## src/rtl/rr_grant_if.sv

```systemverilog
// rr_grant_if: request/grant bundle between four requesters and the
// round-robin grant controller.
//
// Signals:
//   req       [3:0]  request lines, one per requester
//   gnt       [3:0]  one-hot grant vector (0000 when no grant is active)
//   gnt_idx   [1:0]  index of the current grant, or of the last one when idle
//   gnt_valid        high while a grant is active
//   timeout          one-cycle pulse after a grant is revoked by the hold limit
//
// Modports:
//   master  requester side: drives req, observes the grant outputs
//   slave   arbiter side: observes req, drives the grant outputs
interface rr_grant_if;
  logic [3:0] req;
  logic [3:0] gnt;
  logic [1:0] gnt_idx;
  logic       gnt_valid;
  logic       timeout;

  modport master (
    output req,
    input  gnt,
    input  gnt_idx,
    input  gnt_valid,
    input  timeout
  );

  modport slave (
    input  req,
    output gnt,
    output gnt_idx,
    output gnt_valid,
    output timeout
  );
endinterface

```

## src/rtl/rr_grant_controller.sv

```systemverilog
// rr_grant_controller: four-requester round-robin arbiter for one shared
// resource. A grant is held while its owner keeps requesting, up to MAX_HOLD
// consecutive cycles (0 = unlimited). Every release is followed by one dead
// cycle with no grant so the shared bus can turn around.
//
// Parameters:
//   MAX_HOLD  maximum consecutive grant cycles, 0..255; 0 disables the limit
//
// Ports:
//   clk    rising-edge clock
//   rst_n  asynchronous active-low reset
//   bus    rr_grant_if.slave: req in; gnt, gnt_idx, gnt_valid, timeout out
//
// All outputs come straight from flops; req never reaches gnt combinationally.
module rr_grant_controller #(
  parameter int MAX_HOLD = 16
) (
  input  logic       clk,
  input  logic       rst_n,
  rr_grant_if.slave  bus
);

  typedef enum logic {
    IDLE = 1'b0,
    BUSY = 1'b1
  } state_e;

  localparam logic [7:0] HOLD_LIMIT = MAX_HOLD[7:0];
  localparam bit         HOLD_EN    = (MAX_HOLD != 0);

  state_e     state_q, state_d;
  logic [7:0] hold_q, hold_d;
  logic [1:0] last_q, last_d;
  logic [1:0] idx_q, idx_d;
  logic       timeout_q, timeout_d;
  logic [3:0] gnt_q, gnt_d;

  logic [3:0] rot_req;     // req rotated so bit 0 is requester last+1
  logic [1:0] pick_off;    // offset of the first set bit in rot_req
  logic [1:0] pick_idx;    // absolute index of the winning requester
  logic       req_any;
  logic       owner_req;
  logic       hold_hit;
  logic [3:0] idx_onehot;  // 2-to-4 decode of the next grant index

  // Rotation: rot_req[k] is requester (last+1+k) mod 4, so scanning rot_req
  // from bit 0 upward visits last+1, last+2, last+3, last.
  for (genvar gi = 0; gi < 4; gi++) begin : g_rotate
    assign rot_req[gi] = bus.req[last_q + 2'(gi + 1)];
  end

  always_comb begin
    pick_off = 2'd0;
    for (int i = 3; i >= 0; i--) begin
      if (rot_req[i]) begin
        pick_off = 2'(i);
      end
    end
  end

  assign pick_idx  = last_q + pick_off + 2'd1;
  assign req_any   = |bus.req;
  assign owner_req = bus.req[idx_q];
  assign hold_hit  = HOLD_EN && (hold_q == HOLD_LIMIT);

  // State register (all flops, cleared asynchronously)
  always_ff @(posedge clk or negedge rst_n) begin
    if (!rst_n) begin
      state_q   <= IDLE;
      hold_q    <= 8'd0;
      last_q    <= 2'd3;  // requester 0 wins the first arbitration
      idx_q     <= 2'd0;
      timeout_q <= 1'b0;
      gnt_q     <= 4'b0000;
    end else begin
      state_q   <= state_d;
      hold_q    <= hold_d;
      last_q    <= last_d;
      idx_q     <= idx_d;
      timeout_q <= timeout_d;
      gnt_q     <= gnt_d;
    end
  end

  // Next-state logic. A release (normal or forced) always lands in IDLE,
  // which provides the mandatory dead cycle before the next grant.
  always_comb begin
    state_d = state_q;
    case (state_q)
      IDLE: begin
        if (req_any) begin
          state_d = BUSY;
        end
      end
      BUSY: begin
        if (!owner_req || hold_hit) begin
          state_d = IDLE;
        end
      end
      default: state_d = IDLE;
    endcase
  end

  // Output / datapath logic. The owner dropping req takes precedence over the
  // hold limit, so a coincident drop is a normal release with no timeout.
  always_comb begin
    hold_d    = hold_q;
    last_d    = last_q;
    idx_d     = idx_q;
    timeout_d = 1'b0;
    case (state_q)
      IDLE: begin
        if (req_any) begin
          idx_d  = pick_idx;
          last_d = pick_idx;
          hold_d = 8'd1;
        end
      end
      BUSY: begin
        if (!owner_req) begin
          hold_d = 8'd0;
        end else if (hold_hit) begin
          timeout_d = 1'b1;
          hold_d    = 8'd0;
        end else if (hold_q != 8'hFF) begin
          hold_d = hold_q + 8'd1;  // saturate so MAX_HOLD=0 never wraps
        end
      end
      default: begin
        hold_d = 8'd0;
      end
    endcase
    gnt_d = (state_d == BUSY) ? idx_onehot : 4'b0000;
  end

  for (genvar gi = 0; gi < 4; gi++) begin : g_decode
    assign idx_onehot[gi] = (idx_d == 2'(gi));
  end

  assign bus.gnt       = gnt_q;
  assign bus.gnt_idx   = idx_q;
  assign bus.gnt_valid = (state_q == BUSY);
  assign bus.timeout   = timeout_q;

endmodule

```

## src/flat_wrapper.sv

```systemverilog
// flat-port wrapper written by rule: the top's interface ports become plain ports
module rr_grant_controller_flat 
#(
  parameter int MAX_HOLD = 16
)
  (clk, rst_n, bus_req, bus_gnt, bus_gnt_idx, bus_gnt_valid, bus_timeout);
  rr_grant_if bus_i ();
  input  logic clk;
  input  logic rst_n;
  input wire logic [$bits(bus_i.req)-1:0] bus_req;
  output wire logic [$bits(bus_i.gnt)-1:0] bus_gnt;
  output wire logic [$bits(bus_i.gnt_idx)-1:0] bus_gnt_idx;
  output wire logic [$bits(bus_i.gnt_valid)-1:0] bus_gnt_valid;
  output wire logic [$bits(bus_i.timeout)-1:0] bus_timeout;
  assign bus_i.req = bus_req;
  assign bus_gnt = bus_i.gnt;
  assign bus_gnt_idx = bus_i.gnt_idx;
  assign bus_gnt_valid = bus_i.gnt_valid;
  assign bus_timeout = bus_i.timeout;
  rr_grant_controller #(.MAX_HOLD(MAX_HOLD)) u_core (.clk(clk), .rst_n(rst_n), .bus(bus_i));
endmodule
```

## config.mk

```make
export PLATFORM = sky130hd
export DESIGN_NAME = rr_grant_controller_flat
export DESIGN_NICKNAME = d
export VERILOG_FILES = /design/src/rtl/rr_grant_if.sv /design/src/rtl/rr_grant_controller.sv /design/src/flat_wrapper.sv
export SDC_FILE = /design/constraint.sdc
export NUM_CORES = 1
export LEC_CHECK = 0
export CORE_ASPECT_RATIO = 2
export CORE_MARGIN = 5
export CORE_UTILIZATION = 30
export DETAILED_ROUTE_END_ITERATION = 7
export PLACE_DENSITY = 0.52
export SYNTH_ARGS = -nofsm -noshare
export SYNTH_HDL_FRONTEND = slang
export SYNTH_SLANG_ARGS = --single-unit
```

## constraint.sdc

```tcl
create_clock -name clk -period 4.5 [get_ports clk]
set_input_delay 0.9 -clock clk [delete_from_list [all_inputs] [get_ports clk]]
set_output_delay 0.9 -clock clk [all_outputs]
set_load 0.01 [all_outputs]
```

======== Yosys cells after proc, flatten, opt, wreduce, memory -nomap -nowiden ========
Index checks and enable logic that the tools add are counted.
storage, ports and cells
  register bits after elaboration ......... 18
  input bits .............................. 6
  output and inout bits ................... 8
  logic and storage cells ................. 59
cells by class
  add/subtract/negate cells ............... 6
  order comparisons ....................... 5
  eq/ne operators ......................... 7
  muxes and demuxes ....................... 28
  bitwise operators ....................... 1
  reduce and logical (&&, ||, !) cells .... 6
operators with widths
  kind                 count
  $mux 8               4
  $pmux 8 s2           1
  $lt 2x3->1 const B   5
  $mux 2               6
  $bmux 1 s2           5
  $mux 1               10
  $add 8x1->8 const B  1
  $eq 8x5->1 const B   1
  $ne 8x8->1 const B   1
  $add 2x1->2 const B  2
  $add 2x2->2 const B  2
  $eq 2x2->1 const B   2
  $mux 4               1
  $ne 4x4->1 const B   1
  $reduce_and 2->1     2
  $reduce_or 4->1      1
  $add 2x2->2          1
  $eq 2x1->1 const B   1
  $logic_not 2->1      1
  $ne 2x1->1 const B   1
  $pmux 1 s2           1
  $logic_not 1->1      1
  $logic_or 1x1->1     1
  $not 1->1            1

======== Depth between registers and ports, before layout ========
Gate-level depths: netlist of run 1.
  depth in word-level cells ............... 12
  gate-level depth with buffers ........... 10
  depth with buffers taken out ............ 9

======== Worst setup path before layout of run 1 ========
OpenSTA, ideal clock, no wires.
  path type ............................... input -> register
  start ................................... in bus_req[3]
  end ..................................... reg u_core.gnt_q[0], in the netlist u_core.bus.gnt[0]
  setup time .............................. 86 ps
  arrival time ............................ 2297 ps
  data required time ...................... 4414 ps
  setup slack ............................. 2117 ps
  stages .................................. 10
  buffers on the path ..................... 1
  cell sequence ........................... buf_6 nor2b_1 a21oi_1 o22ai_1 o21ai_0 ha_1 xnor2_1 and4_1 o21a_1 nor3_1
on the way
  longest elaborated chain between the ends .. 12
  elaborated cells between the ends (all ways) .. 26
  those cells by class .................... add/sub (2); mux (20); reduce/logical (4)
ends and longest elaborated chain
  item                          line                        RTL
  start: declaration            flat_wrapper.sv:10          input wire logic [$bits(bus_i.req)-1:0] bus_req;
  $bmux 1 s2                    rr_grant_controller.sv:49   assign rot_req[gi] = bus.req[last_q + 2'(gi + 1)];
  $mux 1 (not written as such)  rr_grant_controller.sv:49
  $mux 2 (4 in series)          rr_grant_controller.sv:55   if (rot_req[i]) begin
  $add 2x2->2                   rr_grant_controller.sv:61   assign pick_idx = last_q + pick_off + 2'd1;
  $add 2x1->2                   rr_grant_controller.sv:61
  $mux 2                        rr_grant_controller.sv:113  if (req_any) begin
  $mux 2                        rr_grant_controller.sv:111  case (state_q)
  $logic_not 2->1               rr_grant_controller.sv:137  assign idx_onehot[gi] = (idx_d == 2'(gi));
  $mux 4 *                      rr_grant_controller.sv:133  gnt_d = (state_d == BUSY) ? idx_onehot : 4'b0000;
  via u_core.gnt_d[0]           rr_grant_controller.sv:36   logic [3:0] gnt_q, gnt_d;
  end signal: assignment        rr_grant_controller.sv:81   gnt_q <= gnt_d;
  end: declaration              rr_grant_controller.sv:36
Mark *: on every way through the listed nets, which the timed path passes. The rest lies on a longest branch. The select of a mux whose other input is x is not followed.
A chain may end at the register's enable or synchronous reset.

======== Worst setup path in the final report of run 1 ========
  start ................................... in bus_req[0]
  end ..................................... reg u_core.gnt_q[0], in the netlist u_core.bus.gnt[0]
The elaborated chain is that of the path after synthesis.

==> results of run 1 <==
[stage by stage]
stage	cells	hold WS (ns)	cell area, µm²
2_1_floorplan	122	0.477	1090
3_3_place_gp	181	0.519	1260
3_5_place_dp	181	0.526	1260
4_1_cts	185	0.533	1320
5_1_grt	185	0.574	1320
6_report	185	0.543	1320
[per-layer routing]
| layer | share of wire | vias to the layer above | GRT usage |
|---|---|---|---|
| met1 | 0.34 | 466 | 0.112 |
| met4 | 0.029 | 0 | 0.0597 |
| met3 | 0.028 | 6 | 0.0219 |
| met5 | 0 | - | 0 |
| met2 | 0.60 | 19 | 0.244 |
| li1 | - | 472 | - |
[cell usage in the layout (no fill, tap or decap), types with 2 or more instances in the layout]
cell type / Yosys / layout
dfrtp_1: 16 / 16
nand2_1: 14 / 14
clkdlybuf4s50_1: 0 / 13
nor2_1: 10 / 10
o21ai_1: 10 / 10
o21ai_0: 6 / 6
inv_1: 5 / 5
nor2b_1: 5 / 5
nor3_1: 5 / 5
a21oi_1: 4 / 4
clkbuf_8: 0 / 4
o21a_1: 3 / 3
and3_1: 3 / 3
nand3_1: 3 / 3
ha_1: 3 / 3
nor4_1: 2 / 2
mux2i_1: 2 / 2
nor3b_1: 2 / 2
xnor2_1: 2 / 2
a31oi_1: 2 / 2
and2_1: 2 / 2
o31ai_1: 2 / 2
dfstp_2: 2 / 2
[Yosys cell counts]
cell type / instances / area, µm²
and4_1: 1 / 8.76
and2_1: 2 / 12.5
o221ai_1: 1 / 8.76
a31oi_1: 2 / 12.5
or2_2: 1 / 6.26
dfrtp_1: 16 / 400
or3b_2: 1 / 8.76
a41o_4: 1 / 21.3
mux4_2: 1 / 22.5
a21o_1: 1 / 7.51
a22oi_1: 1 / 7.51
nor2b_1: 5 / 31.3
buf_6: 1 / 11.3
nor3b_1: 2 / 15.0
or4b_1: 1 / 10.0
o21ai_1: 10 / 50.1
buf_2: 2 / 10.0
nand3_1: 3 / 15.0
nor2_1: 10 / 37.5
and3_1: 3 / 18.8
or4b_2: 1 / 10.0
a21oi_1: 4 / 20.0
nand2_1: 14 / 52.6
or3_1: 1 / 6.26
o31ai_1: 2 / 15.0
nand2b_1: 1 / 6.26
inv_1: 5 / 18.8
o211ai_1: 1 / 7.51
mux2i_1: 2 / 20.0
nor4_1: 2 / 12.5
o31a_1: 1 / 8.76
o21a_1: 3 / 22.5
nor3_1: 5 / 25.0
xnor2_1: 2 / 17.5
a2bb2oi_1: 1 / 8.76
ha_1: 3 / 37.5
o21ai_0: 6 / 30.0
o22ai_1: 1 / 6.26
dfstp_2: 2 / 52.6
[state kept, by name, indices dropped and copies added, names as in the netlist]
name	count
u_core.bus.gnt	4
u_core.last_q	2
u_core.bus.timeout	1
u_core.bus.gnt_valid	1
u_core.hold_q	8
u_core.bus.gnt_idx	2
[how the worst max path moves through the flow]
stage	start	to	slack (ns)	cells after the start
floorplan	bus_req[3]	u_core.bus.gnt[0]	2.12	10
global placement	bus_req[0]	u_core.bus.gnt[1]	1.38	10
detailed placement	bus_req[0]	u_core.bus.gnt[0]	1.35	10
CTS	bus_req[0]	u_core.bus.gnt[0]	1.61	10
global route	bus_req[0]	u_core.bus.gnt[3]	1.38	10
finish	bus_req[0]	u_core.bus.gnt[0]	1.61	10
[final cells by class]
class	instances	area [µm²]
fillers	387	2250
multi-input cells	96	601
flip-flops and latches	18	453
repair buffers	13	130
well taps	49	61.3
clock buffers	4	55.1
inverters	5	18.8
[kinds of logic after synthesis]
logic type,after synthesis
xor+xnor,2
mux,3
fa+ha+maj,3
buf+inv,8
simple gates,53
compound gates,35
flops,18
[power by group through the flow]
stage	sequential (mW)	clock, mW	combinational [mW]
after floorplan	0.260	0	0.252
after global placement	0.277	0	0.360
after detailed placement	0.276	0	0.365
after CTS	0.274	0.137	0.368
after global routing	0.282	0.143	0.408
final	0.275	0.133	0.361
==> flow_summary_export.csv, run 1 <==
group,metric,value,unit
run_status,status,"completed",
power,p_switching,0.312,mW
setup_path,crit_path_max_incr_delay,0.59,ns
final_layout,final_util,0.370,
grt,grt_overflow,0,
clock_network,cts-root-buf,"clkbuf_8",
hold_path,hold_depth,1,
floorplanning,die_w,52.7,µm
floorplanning,rows,31,
setup_path,cpMaxStageDelayCell,"clkdlybuf4s50_1",
power,clock_power_share,0.173,
setup_path,path_cells,"clkdlybuf4s50_1, nor2b_1, a21oi_1, o22ai_1, o21ai_0, ha_1, xnor2_1, and4_1, o21a_1, nor3_1",
setup_path,path_class,"in2reg",
setup_path,end_kind,"flop",
setup_path,crit_buf_inv,1,
synth,synth_compound_area_frac,0.207,
timing,tns,0,ns
timing,rsz0062_at_grt,"no",
floorplanning,core-area,3570,µm²
drt,drc,0,
placement,port_buffers,13,
setup_path,cp_top_family,"simple AND/OR/NAND/NOR gates",
synth,synth-adder-area-share,0.0343,
synth,synth_nets,131,
setup_path,cp_max_fo,7,
timing,fmax,346,MHz
timing,min_period,2.89,ns
grt,track_usage,0.123,
clock_network,cts_setup_buffers,0,
power,power_frac_seq,0.357,
clock_network,cts_resized,0,
floorplanning,top_level_ports,14,
floorplanning,start_util,0.306,
drt,final_antenna_net_count,0,
setup_path,r2r-end,"u_core.hold_q[3]",
drt,firstDrtPassIters,4,
grt,antenna_found_initial,0,
drt,vias,963,
drt,totalWireLength,2.78,mm
timing,fin_skew,0.00130,ns
setup_path,start_kind,"primary input",
timing,hold_viol,0,
floorplanning,dieArea,5030,µm²
run,drv_cap,0,
clock_network,clk_latency,0.25,ns
drt,routed_via_density,5.21,
setup_path,r2r_start,"u_core.hold_q[0]",
clock_network,clockBufferDepth,2,
timing,worst_slew_pin_slew,0.796,ns
floorplanning,die_y,95.4,µm
synth,synthMuxAreaShare,0.0389,
final_layout,n_antenna_cell,0,
grt,grt_max_degree,19,
hold_path,hp-start,"u_core.hold_q[3]",
timing,period_share,0.643,
power,p_leak,0.550,nW
power,total_power,0.769,mW
synth,yosysSeqAreaShare,0.414,
power,p_per_area,583,nW/µm²
setup_path,critPathRequiredTime,4.67,ns
clock_network,cts_made_buffers,3,
setup_path,arrival,3.06,ns
synth,synth_simple_gate_area_frac,0.253,
clock_network,clk_pin_slew_worst_paths,0.07,ns
power,switching_share,0.406,
drt,wl_per_cell,15.0,µm
final_layout,nNetsFinal,146,
setup_path,regToRegSetupSlack,2.21,ns
clock_network,cts_tree,"yes",
clock_network,htree_levels,1,
synth,ys_seq_elements,18,
power,p_comb_frac,0.470,
drt,first_iter_violations,16,
grt,grt_pass1_vias,964,
clock_network,clock_sinks,18,
timing,slew_headroom,0.468,
synth,syn-cell-area,1090,µm²
timing,setup_ws,1.61,ns
synth,synthXorXnorAreaFrac,0.0160,
setup_path,reg2reg_depth,7,
synth,synthCells,122,
synth,synth_cell_types,39,
power,p_int,0.457,mW
synth,syn_avg_cell_area,8.96,µm²
timing,setup_viol,0,
timing,finalMaxSlewViolations,0,
final_layout,area_delta_synth_final,20.6,%
placement,post-place-ws,1.35,ns
hold_path,holdPathEnd,"u_core.hold_q[3]",
synth,yosysWarnings,0,
final_layout,layout-drive-gt1-share,0.0809,
clock_network,ctsHoldBuffers,0,
power,max-vdd-ir-drop,0.242,mV
hold_path,hp-class,"reg2reg",
synth,synth_top_family_by_area,"simple AND/OR/NAND/NOR gates",
placement,post-dp-hpwl,2.25,mm
grt,grt_pass1_wl,4.60,mm
placement,gp_congestion,0.792,
Power figures use the tool's default switching activity.
==> run 2: changes to the inputs <==
==> constraint.sdc (replaced) <==
create_clock -name clk -period 2.9 [get_ports clk]
set_input_delay 0.58 -clock clk [delete_from_list [all_inputs] [get_ports clk]]
set_output_delay 0.58 -clock clk [all_outputs]
set_load 0.01 [all_outputs]
==> flow_summary_export.csv, run 2 (same netlist as run 1, synthesis figures left out) <==
group,metric,value,unit
final_layout,fill_cells,392,
clock_network,clock_sinks,18,
drt,wl_per_cell,14.3,µm
final_layout,final_cell_mix,"dfrtp_1, nand2_1, clkdlybuf4s50_1, nor2_1, o21ai_1",
timing,finalMaxSlewViolations,0,
setup_path,critPathRequiredTime,3.06,ns
placement,gp_congestion,0.821,
final_layout,final_util,0.380,
floorplanning,die_w,52.7,µm
setup_path,start_kind,"primary input",
clock_network,clk_pin_slew_worst_paths,0.07,ns
floorplanning,rows,31,
setup_path,end_kind,"flop",
grt,grt_max_degree,19,
grt,grt_overflow,0,
timing,setup_viol,0,
final_layout,nNetsFinal,151,
final_layout,largest_reg_flops,8,
drt,firstDrtPassIters,4,
final_layout,fin_cells,190,
timing,worst_slew_pin_slew,0.815,ns
final_layout,multi_input_area,601,µm²
power,p_per_area,898,nW/µm²
clock_network,cts_setup_buffers,0,
final_layout,seq_area,453,µm²
floorplanning,start_util,0.306,
clock_network,htree_levels,1,
drt,vias,1001,
grt,track_usage,0.127,
setup_path,path_cells,"clkdlybuf4s50_1, buf_4, a2bb2oi_1, o221ai_1, o21ai_0, ha_1, xnor2_1, and4_1, o21a_1, nor3_1",
run,drv_cap,0,
setup_path,path_class,"in2reg",
power,total_power,1.22,mW
final_layout,fin_area,1360,µm²
hold_path,hold_depth,1,
timing,slew_headroom,0.455,
floorplanning,dieArea,5030,µm²
drt,first_iter_violations,16,
grt,grt_pass1_vias,1028,
clock_network,cts-root-buf,"clkbuf_8",
timing,fin_skew,0.00860,ns
timing,tns,0,ns
clock_network,cts_made_buffers,3,
final_layout,layout-drive-gt1-share,0.113,
timing,period_share,0.836,
floorplanning,die_y,95.4,µm
clock_network,cts_resized,0,
placement,placed_cells,186,
timing,hold_viol,0,
drt,drc,0,
drt,totalWireLength,2.72,mm
placement,post-dp-hpwl,2.22,mm
setup_path,cpMaxStageDelayCell,"clkdlybuf4s50_1",
setup_path,regToRegSetupSlack,0.77,ns
run_status,status,"completed",
placement,port_buffers,13,
setup_path,crit_path_max_incr_delay,0.45,ns
placement,postPlaceCellArea,1300,µm²
final_layout,n_antenna_cell,0,
drt,final_antenna_net_count,0,
clock_network,clockBufferDepth,2,
timing,fmax,413,MHz
timing,min_period,2.42,ns
setup_path,cp_max_fo,4,
floorplanning,top_level_ports,14,
final_layout,area_delta_synth_final,24.0,%
power,max-vdd-ir-drop,0.462,mV
clock_network,clk_latency,0.25,ns
final_layout,final_common_cell,"dfrtp_1",
hold_path,hp-start,"u_core.hold_q[3]",
final_layout,top_register,"u_core.hold_q",
power,p_leak,0.574,nW
hold_path,holdPathEnd,"u_core.hold_q[3]",
timing,rsz0062_at_grt,"no",
setup_path,reg2reg_depth,8,
clock_network,cts_tree,"yes",
hold_path,hp-class,"reg2reg",
setup_path,r2r_start,"u_core.last_q[1]",
grt,grt_pass1_wl,4.69,mm
grt,antenna_found_initial,0,
drt,routed_via_density,5.27,
floorplanning,core-area,3570,µm²
setup_path,r2r-end,"u_core.bus.gnt[0]",
setup_path,arrival,2.58,ns
clock_network,ctsHoldBuffers,0,
[run 2: cell count changes in the layout (fill, tap and decap cells not counted), sizes merged]
| cell | change |
|---|---|
| buf | +5 |
[run 2: how the worst max path moves through the flow]
stage,from,end,cells after the start
floorplan,bus_req[3],u_core.bus.gnt[0],10
global placement,bus_req[0],u_core.bus.gnt[1],9
detailed placement,bus_req[0],u_core.bus.gnt[1],9
CTS,bus_req[0],u_core.bus.gnt[0],10
global route,bus_req[0],u_core.bus.gnt[3],10
finish,bus_req[0],u_core.bus.gnt[0],10
[run 2: cell type report]
cell class,instances,area share
Tap cell,49,0.0452
Timing Repair Buffer,18,0.124
Sequential cell,18,0.334
Multi-Input combinational cell,96,0.443
Clock buffer,4,0.0406
Inverter,5,0.0138
[run 2: per-stage QoR]
stage	setup WS [ns]	hold WS [ns]
after floorplan	0.837	0.284
after global placement	0.195	0.507
after detailed placement	0.227	0.524
after CTS	0.473	0.535
after global routing	0.275	0.571
final	0.476	0.532
[run 2: layer usage]
metal  GRT usage  share of wire  vias up
li1            -              -      483
met1       0.133           0.33      482
met2       0.227           0.59       26
met3      0.0203          0.033       10
met4      0.0789          0.051        0
met5           0              0        -
[run 2: report_power, final]
part	switching, mW	internal, mW	leakage (nW)
Sequential	0.0905	0.332	0.232
Combinational	0.313	0.278	0.313
Clock	0.0838	0.121	0.0288
Total	0.487	0.731	0.574
[run 2: critical path: cells and delay by family]
family | cells | cell delay (ns)
compound gates | 4 | 0.59
fa+ha+maj | 1 | 0.23
xor+xnor | 1 | 0.14
buf+inv | 2 | 0.62
simple gates | 2 | 0.41
==> run 3: changes to the inputs <==
==> constraint.sdc (replaced) <==
create_clock -name clk -period 2.42 [get_ports clk]
set_input_delay 0.484 -clock clk [delete_from_list [all_inputs] [get_ports clk]]
set_output_delay 0.484 -clock clk [all_outputs]
set_load 0.01 [all_outputs]
==> flow_summary_export.csv, run 3 (same netlist as run 1, synthesis figures left out) <==
group,metric,value,unit
run_status,status,"completed",
hold_path,hp-class,"reg2reg",
clock_network,htree_levels,1,
placement,postPlaceCellArea,1350,µm²
power,p_int,0.907,mW
floorplanning,die_y,95.4,µm
setup_path,end_kind,"flop",
setup_path,cp-endpoint,"u_core.bus.gnt[1]",
final_layout,final_common_cell,"dfrtp_1",
power,clock_power_share,0.165,
grt,track_usage,0.122,
floorplanning,core-area,3570,µm²
placement,post-place-ws,-0.150,ns
timing,setup_viol,0,
setup_path,cp_max_fo,5,
grt,antenna_found_initial,0,
grt,grt_pass1_vias,1054,
power,max-vdd-ir-drop,0.592,mV
clock_network,clock_sinks,18,
final_layout,fill_cells,386,
final_layout,final_cell_mix,"dfrtp_1, nand2_1, clkdlybuf4s50_1, buf_4",
drt,met1_length,975,µm
setup_path,r2r-end,"u_core.bus.gnt[1]",
drt,routed_via_density,5.04,
final_layout,largest_reg_flops,8,
drt,drc,0,
grt,grt_overflow,0,
timing,rsz0062_at_grt,"no",
placement,port_buffers,13,
clock_network,clockBufferDepth,2,
setup_path,startpoint,"bus_req[0]",
timing,finalMaxSlewViolations,0,
setup_path,arrival,2.40,ns
drt,vias,987,
drt,dr_wl_met3,41,µm
drt,dr_wl_met2,1.60,mm
run,drv_cap,0,
clock_network,cts_tree,"yes",
clock_network,cts-root-buf,"clkbuf_8",
timing,fmax,447,MHz
timing,setup_ws,0.184,ns
floorplanning,rows,31,
drt,first_iter_violations,23,
floorplanning,dieArea,5030,µm²
drt,firstDrtPassIters,4,
grt,grt_max_degree,19,
setup_path,critPathRequiredTime,2.59,ns
setup_path,regToRegSetupSlack,0.38,ns
power,power_frac_seq,0.344,
final_layout,top_register,"u_core.hold_q",
placement,gp_congestion,0.833,
final_layout,seq_area,453,µm²
timing,worst_slew_pin_slew,0.331,ns
timing,min_period,2.24,ns
final_layout,n_antenna_cell,0,
final_layout,nNetsFinal,157,
drt,totalWireLength,2.68,mm
clock_network,cts_made_buffers,3,
power,p_comb_frac,0.492,
power,p_switching,0.570,mW
power,p_per_area,1050,nW/µm²
drt,final_antenna_net_count,0,
final_layout,fin_area,1410,µm²
final_layout,fin_cells,196,
power,switching_share,0.386,
floorplanning,die_w,52.7,µm
final_layout,layout-drive-gt1-share,0.156,
drt,top_layer,"met4",
timing,fin_skew,0.00468,ns
clock_network,clk_pin_slew_worst_paths,0.07,ns
timing,period_share,0.924,
final_layout,multi_input_area,603,µm²
placement,placed_cells,192,
timing,whs,0.526,ns
clock_network,clk_latency,0.25,ns
setup_path,reg2reg_depth,9,
final_layout,area_delta_synth_final,28.6,%
drt,wl_per_cell,13.6,µm
placement,post-dp-hpwl,2.17,mm
setup_path,path_class,"in2reg",
timing,hold_viol,0,
grt,grt_pass1_wl,4.57,mm
setup_path,r2r_start,"u_core.last_q[1]",
floorplanning,top_level_ports,14,
power,p_leak,0.614,nW
setup_path,start_kind,"primary input",
timing,slew_headroom,0.777,
floorplanning,start_util,0.306,
## run 3: cell count changes in the layout (fill, tap and decap cells not counted), sizes merged
cell           before  now
dlymetal6s2s        0    1
clkdlybuf4s50      13   12
buf                 5   11
## run 3: how the worst min path moves through the flow
stage,startpoint,to,slack [ns],depth (start not counted)
6_report,u_core.hold_q[3],u_core.hold_q[3],0.53,1
4_1_cts,u_core.hold_q[3],u_core.hold_q[3],0.53,1
5_1_grt,u_core.last_q[1],u_core.last_q[1],0.57,1
3_5_place_dp,u_core.hold_q[3],u_core.hold_q[3],0.52,1
2_1_floorplan,rst_n,u_core.bus.gnt[0],0.19,0
3_3_place_gp,u_core.hold_q[3],u_core.hold_q[3],0.52,1
## run 3: critical path, stage by stage
cell	delay (ns)
clkdlybuf4s50_1	0.52
nor2b_2	0.18
a21oi_1	0.05
o22ai_1	0.14
o21ai_0	0.09
ha_1	0.21
xnor2_1	0.14
and4_1	0.22
o21a_1	0.19
nor3_1	0.17
## run 3: cell type report
type | instances | share of cell area
Tap cell | 49 | 0.0436
Multi-Input combinational cell | 96 | 0.429
Inverter | 5 | 0.0133
Timing Repair Buffer | 24 | 0.153
Clock buffer | 4 | 0.0391
Sequential cell | 18 | 0.322
## run 3: what timing repair did
action,CTS,global route
setup buffers,0,0
hold buffers,0,0
gates resized for setup,0,2
setup endpoints to repair,0,5
## run 3: power groups by stage
stage / sequential (mW) / clock [mW] / combinational, mW
finish: 0.508 / 0.243 / 0.726
global route: 0.522 / 0.264 / 0.824
CTS: 0.510 / 0.252 / 0.737
detailed placement: 0.515 / 0 / 0.733
global placement: 0.515 / 0 / 0.724
floorplan: 0.483 / 0 / 0.469
## run 3: per-layer routing
metal | up-vias | track usage
met5 | - | 0
met4 | 0 | 0.0554
met3 | 6 | 0.0141
met2 | 13 | 0.244
met1 | 468 | 0.116
li1 | 500 | -
## run 3: through the flow
| step | utilization | power (mW) | setup TNS (ns) |
|---|---|---|---|
| 2_1_floorplan | - | 0.952 | 0 |
| 3_3_place_gp | 0.377 | 1.24 | -0.582 |
| 3_5_place_dp | 0.377 | 1.25 | -0.849 |
| 4_1_cts | 0.393 | 1.50 | 0 |
| 5_1_grt | 0.394 | 1.61 | 0 |
| 6_report | 0.394 | 1.48 | 0 |
==> RTL change (settings of run 2) <==
Make the reset (`rst_n`) synchronous in one clocked block. Comments in the files are not updated.
--- a/src/rtl/rr_grant_controller.sv
+++ b/src/rtl/rr_grant_controller.sv
@@ -65,5 +65,5 @@
 
   // State register (all flops, cleared asynchronously)
-  always_ff @(posedge clk or negedge rst_n) begin
+  always_ff @(posedge clk) begin
     if (!rst_n) begin
       state_q   <= IDLE;
Formal check against the unedited RTL: differs if rst_n is asserted again (counterexample within 4 cycles, from zero or initial values and one cycle with rst_n low); with rst_n held inactive, the same outputs for 10 cycles.
==> RTL change against run 2 <==
Area after synthesis rose by 0.92%. Die area is 0.78% higher. Setup slack got worse by 0.24 ns. Routed wire length decreased by 9.8%. Cell area fell by 1.7%. Utilization shrank 1.0 points. Total power is 34% lower. Sequential cell count did not move. Worst hold slack better by 0.017 ns. Critical path type unchanged. Largest cell class unchanged. Largest power group is now registers.
==> RTL change: results (changes against run 2) <==
status finished, final reports clean; fin nets 148 (-2.0%); sequential area share after synthesis 0.327 (-0.0877); post-place setup slack -0.0239 ns (-0.251 ns); synth cell count leaders dfxtp_1, nor2_1, inv_1, nand2_1; CP arrival 2.84 ns (+0.26 ns); top_reg_cell synth dfxtp_1; P_int 0.532 mW (-27%); met1 Usage GRT 0.107 (-0.0259); met3 usage 0.0155 (-0.00484); RePlAce Congestion 0.834 (+1.5%); met1 wire length 904 µm (+1.1%); met2 wire length 1410 µm (-12%); share of layout cells above drive strength 1 0.146 (+0.0325); clk_skew 0.000710 ns (-0.00789 ns); Post-Synth XOR/XNOR Area 0.0397 (+0.0237); crit-path max FO 5 (+1); met3 wire len 74 µm (-18%); drt via density 4.99 (-5.3%); post-synth cell types 54 (+38%); CP delay by family, top compound AO/OA/AOI/OAI gates; Mapped Cells 124 (+1.6%); vias in the first global route 932 (-9.3%); global-route wire length before repair 4230 µm (-9.9%); Synth Area in Adders 0.0340 (-0.000311); syn nets 133 (+1.5%); leakage 0.502 nW (-13%); drt wl/cell 13.2 µm (-7.9%); dpl hpwl 1980 µm (-11%); Rel. slew slack 0.485 (+0.0301); Global Route Usage Sum 0.112 (-0.0149); post-synthesis compound-gate area fraction 0.241 (+0.0344); Largest stage delay, worst path 0.50 ns (+0.05 ns); ys async rst share 0 (-1.00); dominant cells by area after synthesis dfxtp_1, nor2_1, ha_1; Inst Count DP 183 (-1.6%); fin cells 186 (-2.1%); Fill cells 374 (-4.6%); met2 usage 0.220 (-0.00726); Initial DRC Count 19 (+3); largest net degree at the start of global routing 14 (-5)
RTL change: cell count changes in the layout (fill, tap and decap cells not counted), moves of 4 or more:
cell,delta
nor2_1,+5
xor2_1,+4
dfxtp_1,+18
nand2_1,-8
o21ai_1,-10
dfrtp_1,-16
RTL change: tightest hold or removal path, cell delays in order (launching register included):
cell and delay [ns]:
dfxtp_1 0.37, xor2_1 0.08, nor2_1 0.07
RTL change: path summary, 6_finish.rpt:
check / from / end / slack (ns) / cells after the start
setup / recovery: bus_req[3] / u_core.bus.gnt[3]$_SDFF_PN0_ / 0.23 / 8
hold / removal: u_core.hold_q[7]$_SDFFE_PN0P_ / u_core.hold_q[7]$_SDFFE_PN0P_ / 0.55 / 2
setup reg to reg: u_core.last_q[0]$_SDFFE_PN1P_ / u_core.bus.gnt[3]$_SDFF_PN0_ / 0.45 / 8
hold reg to reg: u_core.hold_q[7]$_SDFFE_PN0P_ / u_core.hold_q[7]$_SDFFE_PN0P_ / 0.55 / 2
RTL change: cell type report:
class / count / area, µm² / share of cell area
Clock buffer: 3 / 41.3 / 0.0310
Inverter: 8 / 30.0 / 0.0225
Timing Repair Buffer: 18 / 180 / 0.135
Tap cell: 49 / 61.3 / 0.0460
Sequential cell: 18 / 360 / 0.270
Multi-Input combinational cell: 90 / 661 / 0.495
RTL change: per-stage QoR:
step | utilization | area (µm²)
after global placement | 0.358 | 1290
after CTS | 0.370 | 1330
after global routing | 0.370 | 1330
after detailed placement | 0.358 | 1290
after floorplan | - | 1100
final | 0.370 | 1330
RTL change: power groups by stage:
stage          Clock [mW]  Combinational (mW)  Sequential (mW)
6_report            0.168               0.310            0.326
4_1_cts             0.177               0.314            0.327
2_1_floorplan           0               0.223            0.320
3_5_place_dp            0               0.312            0.333
3_3_place_gp            0               0.308            0.332
5_1_grt             0.188               0.347            0.335
